[src/rtl/tdp_ram_pkg.sv]
// Shared types and helpers for the true dual-port RAM and its read pipeline.
package tdp_ram_pkg;

    typedef enum logic {WRITE_FIRST, READ_FIRST} rdw_mode_e;
    typedef enum logic {CLEAR, RUN} state_e;

    // Widest word the merge helper handles; narrower words are zero-extended into it.
    localparam int MAX_DATA_WIDTH = 1024;
    localparam int MAX_BYTES      = MAX_DATA_WIDTH / 8;

    function automatic logic [MAX_DATA_WIDTH-1:0] byte_merge(
        input logic [MAX_DATA_WIDTH-1:0] old_word,
        input logic [MAX_DATA_WIDTH-1:0] new_word,
        input logic [MAX_BYTES-1:0]      byte_en
    );
        logic [MAX_DATA_WIDTH-1:0] merged;
        merged = old_word;
        for (int i = 0; i < MAX_BYTES; i++) begin
            if (byte_en[i]) begin
                merged[8*i +: 8] = new_word[8*i +: 8];
            end
        end
        return merged;
    endfunction

endpackage

[src/rtl/tdp_ram_rdpipe.sv]
// Optional second read-data stage; with BYPASS set it is a plain pass-through.
module tdp_ram_rdpipe #(
    parameter int DATA_WIDTH = 32,
    parameter bit BYPASS     = 1'b1
) (
    input  logic                  clk,
    input  logic                  rst,
    input  logic [DATA_WIDTH-1:0] rdata_in,
    input  logic                  rvalid_in,
    output logic [DATA_WIDTH-1:0] rdata_out,
    output logic                  rvalid_out
);

    generate
        if (BYPASS) begin : g_bypass
            logic unused_clk_rst;
            assign unused_clk_rst = clk ^ rst;
            assign rdata_out      = rdata_in;
            assign rvalid_out     = rvalid_in;
        end else begin : g_reg
            logic [DATA_WIDTH-1:0] rdata_q, rdata_d;
            logic                  rvalid_q, rvalid_d;

            // Data only advances on a valid beat so the output holds between reads.
            always_comb begin
                rdata_d  = rdata_q;
                rvalid_d = rvalid_in;
                if (rvalid_in) begin
                    rdata_d = rdata_in;
                end
            end

            always_ff @(posedge clk) begin
                if (rst) begin
                    rdata_q  <= '0;
                    rvalid_q <= 1'b0;
                end else begin
                    rdata_q  <= rdata_d;
                    rvalid_q <= rvalid_d;
                end
            end

            assign rdata_out  = rdata_q;
            assign rvalid_out = rvalid_q;
        end
    endgenerate

endmodule

[src/rtl/tdp_ram.sv]
// True dual-port RAM with byte enables, post-reset clear sequencer and
// port-A-wins arbitration for same-address writes.
module tdp_ram import tdp_ram_pkg::*; #(
    parameter int        ADDR_WIDTH = 4,
    parameter int        DATA_WIDTH = 32,
    parameter int        RD_LATENCY = 1,
    parameter rdw_mode_e RDW_MODE   = WRITE_FIRST
) (
    input  logic                    clk,
    input  logic                    rst,
    output logic                    busy,
    input  logic                    en_a,
    input  logic [DATA_WIDTH/8-1:0] we_a,
    input  logic [ADDR_WIDTH-1:0]   addr_a,
    input  logic [DATA_WIDTH-1:0]   wdata_a,
    output logic [DATA_WIDTH-1:0]   rdata_a,
    output logic                    rvalid_a,
    input  logic                    en_b,
    input  logic [DATA_WIDTH/8-1:0] we_b,
    input  logic [ADDR_WIDTH-1:0]   addr_b,
    input  logic [DATA_WIDTH-1:0]   wdata_b,
    output logic [DATA_WIDTH-1:0]   rdata_b,
    output logic                    rvalid_b,
    output logic                    collision
);

    localparam int DEPTH     = 2 ** ADDR_WIDTH;
    localparam int NUM_BYTES = DATA_WIDTH / 8;
    localparam logic [ADDR_WIDTH-1:0] LAST_ADDR = ADDR_WIDTH'(DEPTH - 1);

    generate
        if (RD_LATENCY != 1 && RD_LATENCY != 2) begin : g_bad_latency
            $error("tdp_ram: RD_LATENCY must be 1 or 2");
        end
        if ((DATA_WIDTH % 8) != 0 || DATA_WIDTH > MAX_DATA_WIDTH) begin : g_bad_width
            $error("tdp_ram: DATA_WIDTH must be a multiple of 8 and fit byte_merge");
        end
    endgenerate

    function automatic logic [DATA_WIDTH-1:0] merge(
        input logic [DATA_WIDTH-1:0] old_word,
        input logic [DATA_WIDTH-1:0] new_word,
        input logic [NUM_BYTES-1:0]  byte_en
    );
        return DATA_WIDTH'(byte_merge(MAX_DATA_WIDTH'(old_word),
                                      MAX_DATA_WIDTH'(new_word),
                                      MAX_BYTES'(byte_en)));
    endfunction

    logic [DATA_WIDTH-1:0] mem_q [DEPTH];

    state_e                state_q, state_d;
    logic [ADDR_WIDTH-1:0] clr_cnt_q, clr_cnt_d;
    logic [DATA_WIDTH-1:0] rdata1_a_q, rdata1_a_d, rdata1_b_q, rdata1_b_d;
    logic                  rvalid1_a_q, rvalid1_a_d, rvalid1_b_q, rvalid1_b_d;
    logic                  collision_q, collision_d;

    logic                  acc_a, acc_b, wr_a, wr_b, same_addr;
    logic [DATA_WIDTH-1:0] old_a, old_b, merged_a, merged_b;
    logic                  mem_we_a, mem_we_b;
    logic [ADDR_WIDTH-1:0] mem_addr_a;
    logic [DATA_WIDTH-1:0] mem_wdata_a, mem_wdata_b;

    always_comb begin
        state_d   = state_q;
        clr_cnt_d = clr_cnt_q;
        if (state_q == CLEAR) begin
            clr_cnt_d = clr_cnt_q + ADDR_WIDTH'(1);
            if (clr_cnt_q == LAST_ADDR) begin
                state_d = RUN;
            end
        end
    end

    // On a shared write address port B's merge is folded into port A's write so A wins per byte.
    always_comb begin
        acc_a     = en_a && (state_q == RUN) && !rst;
        acc_b     = en_b && (state_q == RUN) && !rst;
        wr_a      = acc_a && (|we_a);
        wr_b      = acc_b && (|we_b);
        old_a     = mem_q[addr_a];
        old_b     = mem_q[addr_b];
        merged_a  = merge(old_a, wdata_a, we_a);
        merged_b  = merge(old_b, wdata_b, we_b);
        same_addr = wr_a && wr_b && (addr_a == addr_b);

        mem_we_a    = wr_a;
        mem_addr_a  = addr_a;
        mem_wdata_a = merged_a;
        mem_we_b    = wr_b && !same_addr;
        mem_wdata_b = merged_b;
        if (same_addr) begin
            mem_wdata_a = merge(merged_b, wdata_a, we_a);
        end
        if (state_q == CLEAR) begin
            mem_we_a    = 1'b1;
            mem_addr_a  = clr_cnt_q;
            mem_wdata_a = '0;
        end

        rvalid1_a_d = acc_a;
        rvalid1_b_d = acc_b;
        rdata1_a_d  = rdata1_a_q;
        rdata1_b_d  = rdata1_b_q;
        if (acc_a) begin
            rdata1_a_d = (RDW_MODE == WRITE_FIRST && wr_a) ? merged_a : old_a;
        end
        if (acc_b) begin
            rdata1_b_d = (RDW_MODE == WRITE_FIRST && wr_b) ? merged_b : old_b;
        end
        collision_d = same_addr && (|(we_a & we_b));
    end

    always_ff @(posedge clk) begin
        if (rst) begin
            state_q     <= CLEAR;
            clr_cnt_q   <= '0;
            rdata1_a_q  <= '0;
            rdata1_b_q  <= '0;
            rvalid1_a_q <= 1'b0;
            rvalid1_b_q <= 1'b0;
            collision_q <= 1'b0;
        end else begin
            state_q     <= state_d;
            clr_cnt_q   <= clr_cnt_d;
            rdata1_a_q  <= rdata1_a_d;
            rdata1_b_q  <= rdata1_b_d;
            rvalid1_a_q <= rvalid1_a_d;
            rvalid1_b_q <= rvalid1_b_d;
            collision_q <= collision_d;
        end
    end

    // The array has no reset; the clear sequencer zeroes it instead.
    always_ff @(posedge clk) begin
        if (mem_we_a) begin
            mem_q[mem_addr_a] <= mem_wdata_a;
        end
        if (mem_we_b) begin
            mem_q[addr_b] <= mem_wdata_b;
        end
    end

    tdp_ram_rdpipe #(
        .DATA_WIDTH (DATA_WIDTH),
        .BYPASS     (RD_LATENCY == 1)
    ) u_rdpipe_a (
        .clk        (clk),
        .rst        (rst),
        .rdata_in   (rdata1_a_q),
        .rvalid_in  (rvalid1_a_q),
        .rdata_out  (rdata_a),
        .rvalid_out (rvalid_a)
    );

    tdp_ram_rdpipe #(
        .DATA_WIDTH (DATA_WIDTH),
        .BYPASS     (RD_LATENCY == 1)
    ) u_rdpipe_b (
        .clk        (clk),
        .rst        (rst),
        .rdata_in   (rdata1_b_q),
        .rvalid_in  (rvalid1_b_q),
        .rdata_out  (rdata_b),
        .rvalid_out (rvalid_b)
    );

    assign busy      = (state_q == CLEAR);
    assign collision = collision_q;

endmodule

[config.mk]
export PLATFORM = sky130hd
export DESIGN_NAME = tdp_ram
export DESIGN_NICKNAME = d
export VERILOG_FILES = /design/src/rtl/tdp_ram_pkg.sv /design/src/rtl/tdp_ram_rdpipe.sv /design/src/rtl/tdp_ram.sv
export SDC_FILE = /design/constraint.sdc
export NUM_CORES = 1
export LEC_CHECK = 0
export ABC_CLOCK_PERIOD_IN_PS = 6100
export BUFFER_PORTS_ARGS = -buffer_cell sky130_fd_sc_hd__buf_2
export CORE_MARGIN = 8
export CORE_UTILIZATION = 30
export CTS_CLUSTER_DIAMETER = 100
export DETAILED_ROUTE_END_ITERATION = 12
export PLACE_DENSITY = 0.47
export SKIP_CTS_REPAIR_TIMING = 1
export SLEW_MARGIN = 0
export SYNTH_ARGS = -nofsm -noshare
export SYNTH_HDL_FRONTEND = slang
export SYNTH_SLANG_ARGS = --single-unit
export TNS_END_PERCENT = 1
[constraint.sdc]
create_clock -name clk -period 6.1 [get_ports clk]
set_input_delay 0.61 -clock clk [delete_from_list [all_inputs] [get_ports clk]]
set_output_delay 0.61 -clock clk [all_outputs]
set_load 0.01 [all_outputs]
Word level (Yosys, flattened, before mapping)
Memories as Yosys holds them, arrays and structs flattened.
Index checks and enable logic that the tools add are counted.
{"block": "word_totals", "inputBits": 84, "mem_count": 1, "output_inout_bits": 68, "ram_bits": 512, "rom_bits": 0, "register_bits": 72, "elab_cells": 52, "latch_bits": 0}
{"block": "classes", "order_cmp": 0, "reduce_logical": 15, "n_shift": 0, "n_mul": 0, "muxes": 24, "n_addsub": 1, "n_bitwise": 2, "div": 0, "n_eq_ne": 2}
{"memory": "mem_q", "depth": 16, "word_bits": 32, "read_ports": 2, "rd_ports_with_merged_regs": 0, "wr": 2, "line": "tdp_ram.sv:50", "rtl": "logic [DATA_WIDTH-1:0] mem_q [DEPTH];"}
{"operator": "32-bit 2-to-1 mux", "n": 4}
{"operator": "8-bit 2-to-1 mux", "n": 12}
{"operator": "4-bit OR reduction", "n": 3}
{"operator": "1-bit logical AND", "n": 10}
{"operator": "1-bit 2-to-1 mux", "n": 7}
{"operator": "4-bit by 1-bit adder with 4-bit output (second input constant)", "n": 1}
{"operator": "4-bit bitwise AND", "n": 1}
{"operator": "4-bit equality test", "n": 1}
{"operator": "4-bit equality test (second input constant)", "n": 1}
{"operator": "4-bit 2-to-1 mux", "n": 1}
{"operator": "1-bit logical NOT", "n": 2}
{"operator": "1-bit inverter", "n": 1}

Depth between registers and ports, before layout
{"block": "logic_depth", "ltp_word": 9, "depth_mapped": 11}

Modules after synthesis
Synthesis repeated with hierarchy kept, for this count alone.
{"block": "unflattened", "cells_unflattened": 3204, "hier_area_um2": 37707.4}
{"module": "tdp_ram", "area_each_um2": 37211.9, "seq_area_each_um2": 16816.1, "instances": 1, "cells_per_inst": 3138}
{"module": "tdp_ram_rdpipe", "area_each_um2": 247.7, "seq_area_each_um2": 0.0, "instances": 2, "cells_per_inst": 33}

Worst setup path after synthesis
No wires, ideal clock.
{"block": "synth_timing", "kind": "input port to flip-flop", "from": "input port addr_a[2]", "to": "memory mem_q[4][0] (enable)", "t_arrival_ns": 4.160, "setup_ns": 0.466, "path_buffers": 4, "t_required_ns": 5.634, "path_slack_ns": 1.474, "cell_stages": 8, "cell_sequence": "buf_2 buf_2 buf_2 buf_1 inv_1 nor3_1 a21oi_1 o21ai_0"}
{"element": "start, declared", "line": "tdp_ram.sv:14", "rtl": "input logic [ADDR_WIDTH-1:0] addr_a,"}
{"element": "end, declared", "line": "tdp_ram.sv:50"}

==> flow_summary.rst <==
.. list-table::
   :header-rows: 1

   * - Metric
     - Value
   * - Standby leakage power
     - 15.47 nW
   * - Core Rows
     - 129
   * - Synthesis warning total
     - 0
   * - Final WL
     - 167.7 mm
   * - Register Area
     - 16820 um^2
   * - Detailed-routing wirelength on met1
     - 68.88 mm
   * - Max Fclk
     - 0.2324 GHz
   * - Start point of the critical path
     - state_q$_SDFF_PP0_
   * - Final count of pins violating max slew
     - 0
   * - Height of the chip
     - 368.4 um
   * - Max cap viols
     - 0
   * - Average cell area after synthesis
     - 11.89 um^2
   * - Mapped cell area
     - 37260 um^2
   * - Total power of the final layout
     - 10.15 mW
   * - Proportion of netlist area held by the largest area contributor
     - 41.27%
   * - Count of flip-flops with a built-in enable after synthesis
     - 512
   * - Synthesized netlist net count
     - 3218
   * - Critical path class
     - reg -> reg
   * - Horiz. Die Dim
     - 368.4 um
   * - Placed cell count
     - 4538
   * - Core outline area
     - 123500 um^2
   * - Area enclosed by the die boundary
     - 135700 um^2
   * - Final non-filler cell area
     - 41400 um^2
   * - Synthesized flop and latch total
     - 584
   * - Total DRC errors in the routed layout
     - 0
   * - Sequential share of the synthesized area
     - 45.13%
   * - Slack of the worst reg-to-reg path
     - 1800 ps
   * - Number of instances in the synthesized netlist
     - 3133
   * - End of the worst hold path
     - rdata1_a_q[5]$_SDFFE_PP0P_
   * - Library cell occupying the most area in the post-synthesis netlist
     - sky130_fd_sc_hd__edfxtp_1
   * - RD Place Congestion
     - 0.8257
   * - Endpoint kind of the worst setup timing path
     - flip-flop
   * - Largest net degree at the start of global routing
     - 115
   * - Detailed Routing Iterations Pass 1
     - 6
   * - Critical path buffers and inverters
     - 1
   * - CTS sink count
     - 584
   * - Clock input transition at the sequential cells of the worst setup and hold paths
     - 60 ps
   * - Post-synth top flop
     - sky130_fd_sc_hd__edfxtp_1
   * - Clock root buffer
     - sky130_fd_sc_hd__clkbuf_16
   * - Cell area power density
     - 245.2 nW/um^2
   * - Min Tclk post-route
     - 4303 ps
   * - Result of the run
     - complete, no violations
   * - Area taken by multi-input logic gates
     - 18460 um^2
   * - Half-perimeter wire length of the detailed placement result
     - 98.15 mm
   * - Most numerous cell types in the synthesized netlist
     - sky130_fd_sc_hd__o22ai_1, sky130_fd_sc_hd__a22oi_1, sky130_fd_sc_hd__edfxtp_1, sky130_fd_sc_hd__clkbuf_1, sky130_fd_sc_hd__mux4_2
   * - Highest routed metal layer
     - met4
   * - Slowest cell on the critical path
     - sky130_fd_sc_hd__a2111oi_4
   * - Level count of the clock H-tree
     - 3
   * - Final count of negative-setup-slack endpoints
     - 0
   * - Slowest Stage Delay on Critical Path
     - 1160 ps
   * - DR vias
     - 31790
   * - Endpoint of the lowest-slack register-to-register path
     - mem_q[11][31]$_DFFE_PP_
   * - Number of input and output port buffers inserted
     - 151
   * - Routed via count divided by cell count
     - 6.798
   * - Peak supply drop
     - 188.8 uV
   * - Final Non-Filler Cells
     - 4677
   * - Setup repair after global routing missed its margin
     - false
   * - Vias in the first global route
     - 30300
   * - Reg-to-reg critical path startpoint
     - state_q$_SDFF_PP0_
   * - Dominant cell by count in the synthesized netlist
     - sky130_fd_sc_hd__o22ai_1
   * - Effective utilization at floorplan
     - 30.17%
   * - Share of synthesized registers carrying an async set or reset
     - 0%
   * - Cells taking the most area after synthesis
     - sky130_fd_sc_hd__edfxtp_1, sky130_fd_sc_hd__mux4_2, sky130_fd_sc_hd__a22oi_1, sky130_fd_sc_hd__o22ai_1, sky130_fd_sc_hd__dfxtp_1
   * - CTS tree
     - built
   * - Max-slew headroom
     - 16.13%
   * - Critical path data required time
     - 6560 ps
   * - Internal power contribution
     - 7.317 mW
   * - Sum of met3 wire segment lengths after detailed routing
     - 18.57 mm
   * - Kind of cell adding the most delay to the critical path
     - compound AO/OA/AOI/OAI gates
   * - Gr ovfl total
     - 0
   * - DRT iter0 DRCs
     - 5251
   * - Worst-skew pair later-pin latency
     - 660 ps
   * - Post-Place Worst Slack
     - 1786 ps
   * - First-pass GRT wire length
     - 234.6 mm
   * - Filler cell count
     - 12330
   * - Final hold vios
     - 0
   * - Worst hold path type
     - in -> reg
   * - Num ports
     - 152
   * - Arrival time of data at the critical path endpoint
     - 4770 ps
   * - Number of nets with antenna violations after detailed routing
     - 0
   * - Antenna Cells
     - 0
   * - Syn-to-layout area delta
     - 11.13%
   * - HP Start
     - rst
   * - Setup slack of the critical path after layout
     - 1797 ps
   * - Portion of total power attributed to combinational logic
     - 11.7%
   * - Crit Path Max Fanout
     - 43
   * - CP Launch Type
     - flip-flop
   * - Accumulated negative setup slack
     - 0 ps
   * - WL met2
     - 73.20 mm
   * - Series of cell instances along the critical path
     - and3b_4 -> nand2_2 -> a2111oi_4 -> buf_4 -> o22ai_1 -> a22oi_1
   * - Clock Path Buffers
     - 3
   * - Wirelength per Cell
     - 35.86 um
   * - Clock buffers created by TritonCTS
     - 75
   * - Fraction of final layout cells with drive strength greater than 1
     - 24.64%
   * - Hold path depth
     - 2
   * - All-layer global routing usage
     - 23.45%
   * - Net switching share of the total power
     - 27.94%
   * - Antenna violations before repair
     - 9
   * - Placed standard-cell area
     - 38990 um^2
   * - Sequential share of power
     - 43.6%
   * - Worst Reg2Reg Path Length in Cells
     - 6
   * - Least-Margin Pin Slew
     - 1253 ps
   * - Power spent charging and discharging nets
     - 2.837 mW
   * - Clock network fraction of total power
     - 44.7%
   * - NumNets Final
     - 3063
   * - Distinct cell type count of the synthesized netlist
     - 56
   * - Post-route clock skew
     - 26.73 ps
   * - Crit share post-route
     - 70.53%
state kept, by name, summed over array words and instances, names as in the netlist:
signal / count
rdata1_a_q: 32
mem_q: 512
rdata1_b_q: 32
rvalid1_a_q: 1
collision: 1
state_q: 1
clr_cnt_q: 4
rvalid1_b_q: 1
worst reg2reg max path: stages (launching register included):
cell	delay (ps)
sky130_fd_sc_hd__dfxtp_1	780
sky130_fd_sc_hd__and3b_4	760
sky130_fd_sc_hd__nand2_2	530
sky130_fd_sc_hd__a2111oi_4	1160
sky130_fd_sc_hd__buf_4	550
sky130_fd_sc_hd__o22ai_1	160
sky130_fd_sc_hd__a22oi_1	170
kinds of logic (layout without fill, tap and decap cells):
family,count (synthesis),in the layout,share of synthesized area (%)
xor gates and xnor gates,6,6,0.1410
buffers and inverters,489,396,6.109
AOI/OAI and AO/OA,1307,1307,25.31
and+or+nand+nor,392,392,7.002
DFF,584,584,45.13
adders and majority gates,1,1,0.03358
muxes,354,354,16.27
per-layer routing:
| metal | vias to the layer above | track usage (%) |
|---|---|---|
| li1 | 12880 | - |
| met4 | 0 | 9.290 |
| met2 | 2218 | 34.84 |
| met5 | - | 0 |
| met3 | 355 | 5.110 |
| met1 | 16340 | 33.13 |
stage by stage:
stage	hold slack (ps)	util [%]
6_report	380.7	33.53
3_3_place_gp	442.5	31.58
4_1_cts	329.1	33.53
3_5_place_dp	443.5	31.58
5_1_grt	370.4	33.53
2_1_floorplan	465.9	-
worst max path at each step:
stage / end / slack [ps] / cells past startpoint
after global placement: mem_q[1][29]$_DFFE_PP_ / 1720 / 6
after detailed placement: mem_q[0][29]$_DFFE_PP_ / 1790 / 6
after CTS: mem_q[0][21]$_DFFE_PP_ / 1930 / 6
after global routing: mem_q[11][31]$_DFFE_PP_ / 1610 / 6
after floorplan: mem_q[4][0]$_DFFE_PP_ / 1470 / 8
final: mem_q[11][31]$_DFFE_PP_ / 1800 / 6
power by group through the flow:
| stage | registers (mW) | clock network, mW | logic (mW) |
|---|---|---|---|
| floorplan | 4.49 | 0 | 0.758 |
| global placement | 4.51 | 0 | 1.17 |
| detailed placement | 4.51 | 0 | 1.17 |
| CTS | 4.43 | 4.57 | 1.17 |
| global route | 4.43 | 4.70 | 1.23 |
| finish | 4.43 | 4.54 | 1.19 |
area by class of cell:
class / instances / area share (%)
clock inverter: 34 / 0.7796
sequential: 584 / 40.61
timing repair buffer: 249 / 3.962
clock buffer: 105 / 5.053
tap: 1637 / 4.947
inverter: 8 / 0.07253
multi-input combinational: 2060 / 44.57
cells in the final DEF, fill, tap and decap left out, drive strengths merged, types with 5 or more instances in the layout:
cell     synthesis  final
a22oi          575    575
o22ai          527    527
edfxtp         512    512
buf            221    248
mux4           195    195
clkbuf         260    106
nand2          101    101
mux2i           96     96
dfxtp           72     72
nand4           71     71
mux2            63     63
o21ai           63     63
nor2            45     45
a21oi           44     44
nand2b          37     37
nand3           33     33
and3            32     32
a22o            32     32
and4            32     32
a211oi          31     31
clkinv           0     25
nor2b           11     11
inv              8     11
nor3b           10     10
o2111ai          8      8
a2111oi          8      8
a21o             8      8
nor3             7      7
xnor2            5      5
bufinv           0      5
and3b            5      5
Power figures use the tool's default switching activity.
